`src/rtl/bias_relu_stage_if.sv`:
```
// Stream interface for bias_relu_stage: upstream lane sums in, activated
// lane results out, with valid/ready on both sides plus beat position.
interface bias_relu_stage_if #(
  parameter int N_adder_tree = 16,
  parameter int DW           = 18,
  parameter int NUM_BEATS    = 65
);
  localparam int W  = N_adder_tree * DW;
  localparam int CW = $clog2(NUM_BEATS);

  logic [W-1:0]  acc_in;
  logic          in_valid;
  logic          in_ready;
  logic [W-1:0]  out_data;
  logic          out_valid;
  logic          out_ready;
  logic          out_last;
  logic [CW-1:0] beat_cnt;

  modport slave (
    input  acc_in, in_valid, out_ready,
    output in_ready, out_data, out_valid, out_last, beat_cnt
  );

  modport master (
    output acc_in, in_valid, out_ready,
    input  in_ready, out_data, out_valid, out_last, beat_cnt
  );
endinterface

```
`src/rtl/bias_relu_stage.sv`:
```
// Two-stage bias add, saturate and ReLU over N_adder_tree lanes, with a
// per-pass beat counter. Define BIAS_RELU_EN to enable ReLU after saturation.
module bias_relu_stage #(
  parameter int N_adder_tree = 16,
  parameter int DW           = 18,
  parameter int NUM_BEATS    = 65
) (
  input  logic                     clk,
  input  logic                     rst_n,
  input  logic [N_adder_tree*DW-1:0] bias_in,
  bias_relu_stage_if.slave         io
);
  localparam int W  = N_adder_tree * DW;
  localparam int SW = N_adder_tree * (DW + 1);
  localparam int CW = $clog2(NUM_BEATS);
  localparam logic [CW-1:0] LAST = CW'(NUM_BEATS - 1);
  localparam logic [DW-1:0] SMAX = {1'b0, {(DW-1){1'b1}}};
  localparam logic [DW-1:0] SMIN = {1'b1, {(DW-1){1'b0}}};

  logic          advance;
  logic          s1_valid;
  logic [SW-1:0] s1_sum;
  logic [SW-1:0] sum_d;
  logic [W-1:0]  act_d;

  assign advance     = !io.out_valid || io.out_ready;
  assign io.in_ready = advance;
  assign io.out_last = io.out_valid && (io.beat_cnt == LAST);

  always_comb begin
    sum_d = '0;
    for (int unsigned i = 0; i < N_adder_tree; i++) begin
      sum_d[(DW+1)*i +: DW+1] =
        {io.acc_in[DW*i+DW-1], io.acc_in[DW*i +: DW]} +
        {bias_in[DW*i+DW-1],   bias_in[DW*i +: DW]};
    end
  end

  // Overflow into the guard bit shows up as the top two sum bits disagreeing.
  always_comb begin : sat_relu
    logic [DW:0]   s;
    logic [DW-1:0] lane;
    act_d = '0;
    for (int unsigned i = 0; i < N_adder_tree; i++) begin
      s = s1_sum[(DW+1)*i +: DW+1];
      if (s[DW] != s[DW-1]) begin
        lane = s[DW] ? SMIN : SMAX;
      end else begin
        lane = s[DW-1:0];
      end
`ifdef BIAS_RELU_EN
      if (lane[DW-1]) begin
        lane = '0;
      end
`endif
      act_d[DW*i +: DW] = lane;
    end
  end

  always_ff @(posedge clk or negedge rst_n) begin
    if (!rst_n) begin
      s1_valid     <= 1'b0;
      s1_sum       <= '0;
      io.out_valid <= 1'b0;
      io.out_data  <= '0;
      io.beat_cnt  <= '0;
    end else begin
      if (advance) begin
        s1_valid     <= io.in_valid;
        io.out_valid <= s1_valid;
        if (io.in_valid) begin
          s1_sum <= sum_d;
        end
        if (s1_valid) begin
          io.out_data <= act_d;
        end
      end
      if (io.out_valid && io.out_ready) begin
        io.beat_cnt <= (io.beat_cnt == LAST) ? '0 : io.beat_cnt + CW'(1);
      end
    end
  end
endmodule

```
`src/flat_wrapper.sv`:
```
// flat-port wrapper written by rule: the top's interface ports become plain ports
module bias_relu_stage_flat 
#(
  parameter int N_adder_tree = 16,
  parameter int DW           = 18,
  parameter int NUM_BEATS    = 65
)
  (clk, rst_n, bias_in, io_acc_in, io_in_valid, io_out_ready, io_in_ready, io_out_data, io_out_valid, io_out_last, io_beat_cnt);
  bias_relu_stage_if #(.N_adder_tree(N_adder_tree), .DW(DW), .NUM_BEATS(NUM_BEATS)) io_i ();
  input  logic clk;
  input  logic rst_n;
  input  logic [N_adder_tree*DW-1:0] bias_in;
  input wire logic [$bits(io_i.acc_in)-1:0] io_acc_in;
  input wire logic [$bits(io_i.in_valid)-1:0] io_in_valid;
  input wire logic [$bits(io_i.out_ready)-1:0] io_out_ready;
  output wire logic [$bits(io_i.in_ready)-1:0] io_in_ready;
  output wire logic [$bits(io_i.out_data)-1:0] io_out_data;
  output wire logic [$bits(io_i.out_valid)-1:0] io_out_valid;
  output wire logic [$bits(io_i.out_last)-1:0] io_out_last;
  output wire logic [$bits(io_i.beat_cnt)-1:0] io_beat_cnt;
  assign io_i.acc_in = io_acc_in;
  assign io_i.in_valid = io_in_valid;
  assign io_i.out_ready = io_out_ready;
  assign io_in_ready = io_i.in_ready;
  assign io_out_data = io_i.out_data;
  assign io_out_valid = io_i.out_valid;
  assign io_out_last = io_i.out_last;
  assign io_beat_cnt = io_i.beat_cnt;
  bias_relu_stage #(.N_adder_tree(N_adder_tree), .DW(DW), .NUM_BEATS(NUM_BEATS)) u_core (.clk(clk), .rst_n(rst_n), .bias_in(bias_in), .io(io_i));
endmodule
```
`config.mk`:
```
export PLATFORM = sky130hd
export DESIGN_NAME = bias_relu_stage_flat
export DESIGN_NICKNAME = d
export VERILOG_FILES = /design/src/rtl/bias_relu_stage_if.sv /design/src/rtl/bias_relu_stage.sv /design/src/flat_wrapper.sv
export SDC_FILE = /design/constraint.sdc
export NUM_CORES = 2
export LEC_CHECK = 0
export BUFFER_PORTS_ARGS = -buffer_cell sky130_fd_sc_hd__buf_2
export CAP_MARGIN = 20
export CORE_AREA = 2 2 342 344
export DETAILED_ROUTE_END_ITERATION = 8
export DIE_AREA = 0 0 344 346
export SETUP_SLACK_MARGIN = 0.2
export SYNTH_ARGS = -nofsm -noshare
export SYNTH_HDL_FRONTEND = slang
export SYNTH_SLANG_ARGS = --single-unit
```
`constraint.sdc`:
```
create_clock -name clk -period 2.35 [get_ports clk]
set_input_delay 0.235 -clock clk [delete_from_list [all_inputs] [get_ports clk]]
set_output_delay 0.235 -clock clk [all_outputs]
set_load 0.05 [all_outputs]
```
==> results.md <==
- Status: finished, final reports clean
- Synth unique cells: 80
- Sw frac: between 40 and 50%
- Post-DP HPWL: ~110 mm
- R2r endpoint: u_core.s1_sum[284]$_DFFE_PN0P_
- Fin Setup TNS: 0 ns
- Area of the multi-input gates: roughly 0.021 sq mm
- R2R depth: 6
- Port bufs: slightly below 900
- Clock Path Buffers: 3
- Grt peak-use layer: met2
- FF-to-FF Start: u_core.io.out_valid$_DFFE_PN0N_
- Met3 usage: under 10%
- Fraction of registers with async set/reset: 100%
- Grt met1 use: between 20% and 30%
- Initial Util: between 30% and 40%
- Clock Power Share: 21.4%
- Final net count: between 6000 and 7000
- All-Layer GR Usage: around 22%
- CTS tree: done
- Avg Cell Area, Syn: a little under 9 sq um
- Layout area overhead: 29.1%
- Synth Warn #: 0
- Hold slack: slightly above 0.06 ns
- Grt met2 use: between 30% and 40%
- Critical Path AT: approximately 2.6 ns
- GPL Wtd Cong: between 0.9 and 1
- Vias: 35600
- Synth top area cells: dfrtp_1 (41%), ha_1 (11%), a21oi_1 (10%)
- Kind of critical path: in -> reg
- Layout cells sized above 1: between 20% and 30%
- Internal power: 28200 uW
- Slew headroom: 52.3%
- Die X-Extent: approximately 340 um
- Worst VDD drop: around 660 uV
- Combinational power share: 47.3%
- Most frequent cells in the layout: buf_2 (875), a21oi_1 (748), dfrtp_1 (599)
- Max Fclk: 480 MHz
- Share of the synthesized area in the top cell type: approximately 41%
- Register area: ~0.015 sq mm
- Mapped Area: around 0.037 sq mm
- Critical path capture point type: flip-flop
- GR Overflow Total: 0
- Clock Skew: around 0.021 ns
- Register area share after synthesis: approximately two fifths
- EDFF count, synth: 0
- DR pass1 iterations: 5
- Worst setup SP type: input port
- Sequential power share: between 30% and 40%
- Cells after Synth: between 4000 and 5000
- Placed insts: 6723
- Placement Cell Area: 0.0449 sq mm
- Worst hold endpoint: u_core.s1_sum[153]$_DFFE_PN0P_
- Num CTS Buffers: 73
- Vias in the first global route: ~34000
- R2r setup slk: around 0.39 ns
- Main synth FF type: dfrtp_1
- Filler Cells Inserted: ~12000
- Max-Cap Viols: 0
- Clock Sinks: 601
- Most common cell after layout, fill and taps aside: buf_2
- H-tree Lvls: 3
- Final worst-path cycle share: between 80 and 90%
- Synth area leader: dfrtp_1
- Hold WC Path Type: in -> reg
- NetSw: between 20000 and 30000 uW
- Min-delay src: bias_in[145]
- Final setup vio count: 0
- Pwr Density: roughly 1100 mW/mm^2
- Final instance area: about 0.048 sq mm
- Crit-path max FO: 5
- Synthesized Nets: 5170
- Wire length per cell: ~20 um
- Flops & latches, synth: between 600 and 700
- Leakage power: 0.0228 uW
- Die ar.: about 0.12 sq mm
- Worst hold stages: 4
- Cell row count: between 100 and 150
- Worst-Skew Late Latency: around 0.64 ns
- Clock Pin Slew Worst Setup and Hold Paths: approximately 0.060 ns
- Drc violations: 0
- Root Buffer Master: clkbuf_16
- Largest net degree at the start of global routing: 89
- Final Non-Filler Cells: around 6900
- Hold Fails Final Rpt: 0
- Violation count after the first detailed-route iteration: 2433
- Final min period: 2.08 ns
- Die Height: between 300 and 400 um
- First-pass GRT wire length: ~200 mm
- Antenna violations before repair: 31
- I/O pin count: slightly below 900
- Unrepaired setup endpoints after global routing: no
- CP required: ~2.9 ns
- Worst-Margin Slew: 0.716 ns
- Vias/cell: just over 5
- Core Box Area: between 0.1 and 0.15 sq mm
- Total wire length: 135 mm
- Post-route ant nets: 0
- Max-slew violation count: 0
==> final cells by class <==
type | instances | share of cell area (%)
inverter | 137 | 1.08
sequential | 601 | 31.5
multi-input combinational | 3311 | 43.6
clock buffer | 106 | 4.59
tap | 1524 | 3.99
clock inverter | 22 | 0.500
timing repair buffer | 1178 | 14.6
antenna | 22 | 0.115
==> metrics by stage <==
stage | total power [uW] | worst slack [ns] | utilization [%]
2_1_floorplan | 33700 | 0.167 | -
3_3_place_gp | 42100 | -0.134 | 38.9
3_5_place_dp | 42400 | -0.161 | 38.9
4_1_cts | 54200 | 0.202 | 41.2
5_1_grt | 56900 | 0.205 | 41.4
6_report | 53900 | 0.267 | 41.4
==> critical path, stage by stage <==
cell           delay (ns)
buf_2                0.09
dlygate4sd3_1        0.54
inv_1                0.05
fa_2                 0.35
nor2b_1              0.12
o21ai_1              0.08
a21boi_1             0.14
buf_4                0.19
o211ai_1             0.13
a21oi_1              0.18
buf_4                0.14
a21oi_1              0.06
a221o_1              0.29
==> worst max-delay path by stage <==
stage / from / to / cells after the start
after floorplan: u_core.io.out_valid$_DFFE_PN0N_ / u_core.s1_valid$_DFFE_PN0N_ / 7
after global placement: io_acc_in[162] / u_core.s1_sum[189]$_DFFE_PN0P_ / 12
after detailed placement: io_acc_in[180] / u_core.s1_sum[202]$_DFFE_PN0P_ / 12
after CTS: u_core.io.beat_cnt[3]$_DFFE_PN0P_ / io_out_last / 4
after global routing: u_core.io.beat_cnt[4]$_DFFE_PN0P_ / io_out_last / 4
final: bias_in[181] / u_core.s1_sum[208]$_DFFE_PN0P_ / 13
==> layer usage <==
metal | routed length [um] | vias up
li1 | - | 17300
met1 | 57600 | 17100
met2 | 64100 | 1015
met3 | 8430 | 229
met4 | 4670 | 22
met5 | 137 | -
==> synthesized netlist by cell type, drive strengths merged (37+ instances only) <==
library cell,n
a21oi,751
dfrtp,601
nor2,489
nand2,405
o21ai,324
ha,322
clkbuf,194
inv,137
xor2,117
a21o,99
nand3,72
xnor2,66
o21a,53
nor3,43
nor2b,37
==> sequential cells by signal (all words and copies together) (netlist names) <==
signal               flops
u_core.io.beat_cnt       7
u_core.io.out_data     288
u_core.io.out_valid      1
u_core.s1_sum          304
u_core.s1_valid          1
==> cell families (layout without fill, tap and decap cells) <==
group	Yosys count	after routing	synth area share (%)
compound gates	1513	1513	24.0
simple gates	1247	1247	14.9
flops	601	601	40.6
buf+inv	340	1443	3.56
fa+ha+maj	338	338	11.8
xor+xnor	183	183	4.33
mux	30	30	0.845
other cells	0	22	0
==> power by group through the flow <==
| stage | Clock (uW) | Combinational, uW | Sequential (uW) |
|---|---|---|---|
| 2_1_floorplan | 0 | 8780 | 25000 |
| 3_3_place_gp | 0 | 25200 | 16900 |
| 3_5_place_dp | 0 | 25400 | 17000 |
| 4_1_cts | 11900 | 25500 | 16900 |
| 5_1_grt | 12300 | 27400 | 17200 |
| 6_report | 11600 | 25500 | 16900 |
==> what timing repair did <==
item                       in CTS  in global routing
cloned                          0                  0
resized for setup               1                 29
setup endpoints to repair       1                 17
pin swaps                       1                 18
hold buffers                   24                  0
setup buffers                   1                  3
hold endpoints to repair      348                  0
Note: power is estimated with default switching activity, not from simulation.
